$ cat src/rtl/multiword_add_sequencer_pkg.sv
// Shared types and constants for the multi-word add/subtract sequencer.
package mwadd_pkg;

    localparam int unsigned WORD_W = 32;

    typedef enum logic [1:0] {
        IDLE = 2'd0,
        RUN  = 2'd1,
        DONE = 2'd2
    } state_t;

    // Two's-complement overflow: equal operand signs but a different result sign.
    function automatic logic signed_ovf(input logic a_msb, input logic b_msb, input logic s_msb);
        return (a_msb == b_msb) && (s_msb != a_msb);
    endfunction

endpackage

$ cat src/rtl/multiword_add_sequencer_if.sv
// Command/result handshake bundle between ALU issue logic and the sequencer.
interface multiword_add_sequencer_if #(parameter int unsigned WORDS = 4);

    logic                    start_valid;
    logic                    start_ready;
    logic                    op_sub;
    logic [WORDS*32-1:0]     a;
    logic [WORDS*32-1:0]     b;
    logic                    cin;
    logic                    res_valid;
    logic                    res_ready;
    logic [WORDS*32-1:0]     sum;
    logic                    cout;
    logic                    overflow;
    logic                    busy;

    modport master (
        output start_valid, op_sub, a, b, cin, res_ready,
        input  start_ready, res_valid, sum, cout, overflow, busy
    );

    modport slave (
        input  start_valid, op_sub, a, b, cin, res_ready,
        output start_ready, res_valid, sum, cout, overflow, busy
    );

endinterface

$ cat src/rtl/multiword_add_sequencer_csa.sv
// 32-bit carry-select adder: four 8-bit blocks, each precomputed for both carry-ins.
module carry_select_adder
    import mwadd_pkg::*;
(
    input  logic [WORD_W-1:0] a,
    input  logic [WORD_W-1:0] b,
    input  logic              cin,
    output logic [WORD_W-1:0] sum,
    output logic              cout
);

    localparam int unsigned BLK_W = 8;
    localparam int unsigned NBLK  = WORD_W / BLK_W;

    logic [BLK_W:0] w_s0 [NBLK];
    logic [BLK_W:0] w_s1 [NBLK];
    logic [NBLK:0]  w_c;

    for (genvar g = 0; g < NBLK; g++) begin : g_blk
        assign w_s0[g] = {1'b0, a[g*BLK_W +: BLK_W]} + {1'b0, b[g*BLK_W +: BLK_W]};
        assign w_s1[g] = {1'b0, a[g*BLK_W +: BLK_W]} + {1'b0, b[g*BLK_W +: BLK_W]} + 9'd1;
    end

    // Select each block's precomputed result with the carry rippling out of the block below.
    always_comb begin
        w_c    = {(NBLK+1){1'b0}};
        w_c[0] = cin;
        sum    = {WORD_W{1'b0}};
        for (int i = 0; i < NBLK; i++) begin
            if (w_c[i]) begin
                sum[i*BLK_W +: BLK_W] = w_s1[i][BLK_W-1:0];
                w_c[i+1]              = w_s1[i][BLK_W];
            end else begin
                sum[i*BLK_W +: BLK_W] = w_s0[i][BLK_W-1:0];
                w_c[i+1]              = w_s0[i][BLK_W];
            end
        end
        cout = w_c[NBLK];
    end

endmodule

$ cat src/rtl/multiword_add_sequencer.sv
// Adds or subtracts WORDS*32-bit operands one 32-bit word per cycle, LSW first,
// through a single carry-select adder with a registered inter-word carry.
module multiword_add_sequencer
    import mwadd_pkg::*;
#(
    parameter int unsigned WORDS = 4
)
(
    input  logic                     clk,
    input  logic                     rst_n,
    multiword_add_sequencer_if.slave bus
);

    localparam int unsigned      W        = WORDS * WORD_W;
    localparam int unsigned      IDX_W    = (WORDS > 1) ? $clog2(WORDS) : 1;
    localparam logic [IDX_W-1:0] LAST_IDX = IDX_W'(WORDS - 1);

    state_t            r_state;
    state_t            w_state_nxt;
    logic              w_accept;
    logic              w_step;
    logic              w_last;
    logic [W-1:0]      r_a;
    logic [W-1:0]      r_b;
    logic [W-1:0]      r_sum;
    logic              r_carry;
    logic              r_cout;
    logic              r_ovf;
    logic              r_start_ready;
    logic              r_res_valid;
    logic              r_busy;
    logic [IDX_W-1:0]  r_idx;
    logic [WORD_W-1:0] w_sum;
    logic              w_cout;

    // Operands shift right one word per step, so the adder always sees the low word.
    carry_select_adder u_adder (
        .a    (r_a[WORD_W-1:0]),
        .b    (r_b[WORD_W-1:0]),
        .cin  (r_carry),
        .sum  (w_sum),
        .cout (w_cout)
    );

    // FSM state register.
    always_ff @(posedge clk or negedge rst_n) begin
        if (!rst_n) begin
            r_state <= IDLE;
        end else begin
            r_state <= w_state_nxt;
        end
    end

    // Next-state and datapath control decode.
    always_comb begin
        w_state_nxt = r_state;
        w_accept    = 1'b0;
        w_step      = 1'b0;
        w_last      = 1'b0;
        case (r_state)
            IDLE: begin
                if (bus.start_valid) begin
                    w_accept    = 1'b1;
                    w_state_nxt = RUN;
                end else begin
                    w_state_nxt = IDLE;
                end
            end
            RUN: begin
                w_step = 1'b1;
                if (r_idx == LAST_IDX) begin
                    w_last      = 1'b1;
                    w_state_nxt = DONE;
                end else begin
                    w_state_nxt = RUN;
                end
            end
            DONE: begin
                if (bus.res_ready) begin
                    w_state_nxt = IDLE;
                end else begin
                    w_state_nxt = DONE;
                end
            end
            default: begin
                w_state_nxt = IDLE;
            end
        endcase
    end

    // Handshake/status outputs registered from the next state.
    always_ff @(posedge clk or negedge rst_n) begin
        if (!rst_n) begin
            r_start_ready <= 1'b1;
            r_res_valid   <= 1'b0;
            r_busy        <= 1'b0;
        end else begin
            r_start_ready <= (w_state_nxt == IDLE);
            r_res_valid   <= (w_state_nxt == DONE);
            r_busy        <= (w_state_nxt != IDLE);
        end
    end

    // Operand capture, per-word accumulation, final carry and overflow.
    always_ff @(posedge clk or negedge rst_n) begin
        if (!rst_n) begin
            r_a     <= {W{1'b0}};
            r_b     <= {W{1'b0}};
            r_sum   <= {W{1'b0}};
            r_carry <= 1'b0;
            r_cout  <= 1'b0;
            r_ovf   <= 1'b0;
            r_idx   <= {IDX_W{1'b0}};
        end else if (w_accept) begin
            r_a     <= bus.a;
            r_b     <= bus.b ^ {W{bus.op_sub}};
            r_carry <= bus.op_sub ? 1'b1 : bus.cin;
            r_idx   <= {IDX_W{1'b0}};
        end else if (w_step) begin
            r_a     <= {{WORD_W{1'b0}}, r_a[W-1:WORD_W]};
            r_b     <= {{WORD_W{1'b0}}, r_b[W-1:WORD_W]};
            r_sum   <= {w_sum, r_sum[W-1:WORD_W]};
            r_carry <= w_cout;
            if (w_last) begin
                r_cout <= w_cout;
                r_ovf  <= signed_ovf(r_a[WORD_W-1], r_b[WORD_W-1], w_sum[WORD_W-1]);
            end else begin
                r_idx  <= r_idx + IDX_W'(1);
            end
        end
    end

    assign bus.start_ready = r_start_ready;
    assign bus.res_valid   = r_res_valid;
    assign bus.busy        = r_busy;
    assign bus.sum         = r_sum;
    assign bus.cout        = r_cout;
    assign bus.overflow    = r_ovf;

endmodule

$ cat src/flat_wrapper.sv
// flat-port wrapper written by rule: the top's interface ports become plain ports
module multiword_add_sequencer_flat import mwadd_pkg::*;
#(
    parameter int unsigned WORDS = 4
)
  (clk, rst_n, bus_start_valid, bus_op_sub, bus_a, bus_b, bus_cin, bus_res_ready, bus_start_ready, bus_res_valid, bus_sum, bus_cout, bus_overflow, bus_busy);
  multiword_add_sequencer_if #(.WORDS(WORDS)) bus_i ();
  input  logic clk;
  input  logic rst_n;
  input wire logic [$bits(bus_i.start_valid)-1:0] bus_start_valid;
  input wire logic [$bits(bus_i.op_sub)-1:0] bus_op_sub;
  input wire logic [$bits(bus_i.a)-1:0] bus_a;
  input wire logic [$bits(bus_i.b)-1:0] bus_b;
  input wire logic [$bits(bus_i.cin)-1:0] bus_cin;
  input wire logic [$bits(bus_i.res_ready)-1:0] bus_res_ready;
  output wire logic [$bits(bus_i.start_ready)-1:0] bus_start_ready;
  output wire logic [$bits(bus_i.res_valid)-1:0] bus_res_valid;
  output wire logic [$bits(bus_i.sum)-1:0] bus_sum;
  output wire logic [$bits(bus_i.cout)-1:0] bus_cout;
  output wire logic [$bits(bus_i.overflow)-1:0] bus_overflow;
  output wire logic [$bits(bus_i.busy)-1:0] bus_busy;
  assign bus_i.start_valid = bus_start_valid;
  assign bus_i.op_sub = bus_op_sub;
  assign bus_i.a = bus_a;
  assign bus_i.b = bus_b;
  assign bus_i.cin = bus_cin;
  assign bus_i.res_ready = bus_res_ready;
  assign bus_start_ready = bus_i.start_ready;
  assign bus_res_valid = bus_i.res_valid;
  assign bus_sum = bus_i.sum;
  assign bus_cout = bus_i.cout;
  assign bus_overflow = bus_i.overflow;
  assign bus_busy = bus_i.busy;
  multiword_add_sequencer #(.WORDS(WORDS)) u_core (.clk(clk), .rst_n(rst_n), .bus(bus_i));
endmodule
$ cat config.mk
export PLATFORM = sky130hd
export DESIGN_NAME = multiword_add_sequencer_flat
export DESIGN_NICKNAME = d
export VERILOG_FILES = /design/src/rtl/multiword_add_sequencer_pkg.sv /design/src/rtl/multiword_add_sequencer_if.sv /design/src/rtl/multiword_add_sequencer_csa.sv /design/src/rtl/multiword_add_sequencer.sv /design/src/flat_wrapper.sv
export SDC_FILE = /design/constraint.sdc
export NUM_CORES = 1
export LEC_CHECK = 0
export BUFFER_PORTS_ARGS = -buffer_cell sky130_fd_sc_hd__buf_2
export CORE_UTILIZATION = 55
export CTS_CLUSTER_SIZE = 20
export DETAILED_ROUTE_END_ITERATION = 6
export PLACE_DENSITY_LB_ADDON = 0.08
export SLEW_MARGIN = 30
export SYNTH_ARGS = -nofsm -noshare
export SYNTH_HDL_FRONTEND = slang
export SYNTH_HIERARCHICAL = 1
export SYNTH_SLANG_ARGS = --single-unit
$ cat constraint.sdc
create_clock -name clk -period 8.33 [get_ports clk]
set_clock_uncertainty 0.1 [all_clocks]
set_input_delay 1.666 -clock clk [delete_from_list [all_inputs] [get_ports clk]]
set_output_delay 1.666 -clock clk [all_outputs]
set_load 0.02 [all_outputs]
==> impl_metrics.py <==
metrics = {
    "cts": {
        "clkTransAtPathRegs_ns": 0.06,
        "postCtsHoldBufs": 0,
        "clock_latency_ns": 0.54,
        "clock_sinks": 394,
        "cts_setup_buffers": 0,
        "cts_tree": "built",
        "cts_root_buf": "clkbuf_16",
        "clockBufferDepth": 3,
        "cts_max_level": 2,
        "cts_made_buffers": 42,
        "cts_resized": 0,
    },
    "worst_setup_path": {
        "critPathLaunchType": "flop",
        "reg2reg_from": "u_core/r_a[8]",
        "crit_required_ns": 8.71,
        "worstSetupPathType": "flop to flop",
        "crit_start": "u_core/r_a[8]",
        "cp_max_fo": 8,
        "arrival_ns": 4.80,
        "reg2reg_depth": 14,
        "cp-end-kind": "flop",
    },
    "sta": {
        "min_period_ns": 4.43,
        "rsz0062_at_grt": "false",
        "slew_violations": 0,
        "setup_slack_ns": 3.90,
        "period_share_pct": 53.1,
        "hold_viol_final": 0,
        "fin_hold_ws_ns": 0.369,
        "maxSlewHeadroom_pct": 42.0,
        "fmax_ghz": 0.226,
        "setup-violations-final": 0,
        "setup_tns_ns": 0,
        "tightest_slew_ns": 0.870,
    },
    "cells_and_area": {
        "most-common-layout-cells": "nand2_1 (631), buf_2 (392), dfrtp_1 (392)",
        "finalNonFillerCells": 2839,
        "syn_to_final_growth_pct": 18.7,
        "drive_gt1_share_pct": 21.1,
        "mostFrequentLayoutCell": "nand2_1",
        "fin_nets": 2660,
    },
    "routing": {
        "drt_iter0_markers": 1292,
        "ant_nets": 0,
        "drtPass1Iterations": 5,
        "routed_wl_mm": 49.6,
        "routedWlPerCell_um": 17.5,
        "drc_errors": 0,
        "via_count": 15700,
        "via_per_inst": 5.53,
    },
    "grt": {
        "antenna_found_initial": 7,
        "grt_use_total_pct": 27.9,
        "grt_pass1_wl_mm": 79.3,
        "grt_pass1_vias": 14800,
        "grt_max_degree": 254,
        "grt_overflow": 0,
    },
    "placed_design": {
        "io_buffers": 394,
        "place_hpwl_mm": 33.7,
        "globalplace.congestion": 0.892,
        "placed_cells": 2759,
        "dp_slack_ns": 3.96,
    },
    "hold_path": {
        "hold_depth": 2,
        "hold_start": "u_core/bus.sum[18]",
        "hold_class": "flop to flop",
    },
    "logic_synthesis": {
        "synthDistinctLibCells": 57,
        "yosysWarnings": 6,
        "syn-cell-area_mm2": 0.0190,
        "syn_inst": 2041,
        "synth_seq_cells": 394,
        "synth_edf_count": 0,
        "syn-num-nets": 2344,
        "yosysSeqAreaShare_pct": 51.8,
        "synth.avg_cell_area_um2": 9.33,
        "async_flop_share_pct": 100,
        "yosys_most_used_dff": "dfrtp_1",
    },
    "job": {
        "drv_cap": 0,
    },
    "die": {
        "start_util_pct": 56.4,
        "die_h_um": 188,
        "core_mm2": 0.0338,
        "die_width_um": 188,
        "die_area_mm2": 0.0354,
        "rows": 67,
        "io_pins": 395,
    },
    "power_and_ir_drop": {
        "ir_drop_mv": 0.240,
        "leakage_nw": 11.3,
        "p_per_area_mw_per_mm2": 432,
        "finalPower_mw": 9.78,
    },
    "outcome": {
        "outcome": "finished clean",
    },
}
stage by stage:
step | utilization, % | cell area (um2)
floorplan | - | 19000
global placement | 62.4 | 21100
detailed placement | 62.5 | 21100
CTS | 66.7 | 22500
global route | 66.9 | 22600
finish | 67.0 | 22600
registers in the layout (all words and copies together), names as in the netlist, 2 cells and up:
signal          flops
u_core/bus.sum    128
u_core/r_a        128
u_core/r_b        128
u_core/r_idx        2
u_core/r_state      2
final timing paths:
check | to | slack, ns
max | u_core/bus.overflow | 3.90
min | u_core/bus.sum[18] | 0.37
max reg2reg | u_core/bus.overflow | 3.90
min reg2reg | u_core/bus.sum[18] | 0.37
max in group asynchronous | u_core/r_b[112] | 5.81
min in group asynchronous | u_core/bus.sum[1] | 0.96
per-layer routing:
| metal | up-vias | part of all wire, % | GRT usage [%] | wire length (um) |
|---|---|---|---|---|
| li1 | 7545 | - | - | - |
| met1 | 7511 | 46 | 41.1 | 23000 |
| met2 | 555 | 46 | 43.4 | 22800 |
| met3 | 82 | 5.3 | 3.28 | 2620 |
| met4 | 2 | 2.4 | 8.01 | 1170 |
| met5 | - | 0.016 | 0 | 8 |
power by group:
group	switching [mW]	leakage, nW	internal [mW]	total, mW
Sequential	0.629	5.01	2.78	3.41
Combinational	2.83	5.54	1.62	4.45
Clock	0.752	0.705	1.16	1.92
Total	4.21	11.3	5.57	9.78
layout make-up:
type,instances,area (um2)
clock buffers,60,1250
diodes,6,15.0
inverters,9,33.8
repair buffers,414,2240
fillers,2831,11200
flip-flops and latches,394,9860
clock inverters,12,185
well taps,448,561
multi-input cells,1496,8480
logic make-up after synthesis:
logic type,after synthesis,share of synthesized area (%)
and+or+nand+nor,929,19.6
DFF,394,51.8
AOI/OAI and AO/OA,333,12.7
xor gates and xnor gates,177,8.14
buffers and inverters,151,3.93
adders and majority gates,41,2.85
muxes,16,0.966
synthesized netlist by cell type (21+ instances only):
| cell type | n | area (um2) |
|---|---|---|
| nand2_1 | 631 | 2370 |
| nand3_1 | 71 | 355 |
| buf_2 | 62 | 310 |
| ha_1 | 37 | 463 |
| xnor2_1 | 156 | 1370 |
| o21ai_0 | 71 | 355 |
| dfrtp_1 | 393 | 9830 |
| a22oi_1 | 38 | 285 |
| a31oi_1 | 63 | 394 |
| xor2_1 | 21 | 184 |
| clkbuf_1 | 57 | 214 |
| a221o_1 | 93 | 931 |
| nor2_1 | 175 | 657 |
critical path, cell delays in order, from the launching register on:
cell and delay (ns):
dfrtp_1 0.39, ha_1 0.24, fa_1 0.42, and3_1 0.18, o21a_1 0.22, or4_1 0.55, nor4b_2 0.30, and4_1 0.26
o21ai_2 0.10, mux2i_4 0.41, mux2i_1 0.31, xnor2_1 0.19, or3b_2 0.46, o21ai_0 0.08, mux2_2 0.16
Note: power is estimated with default switching activity, not from simulation.
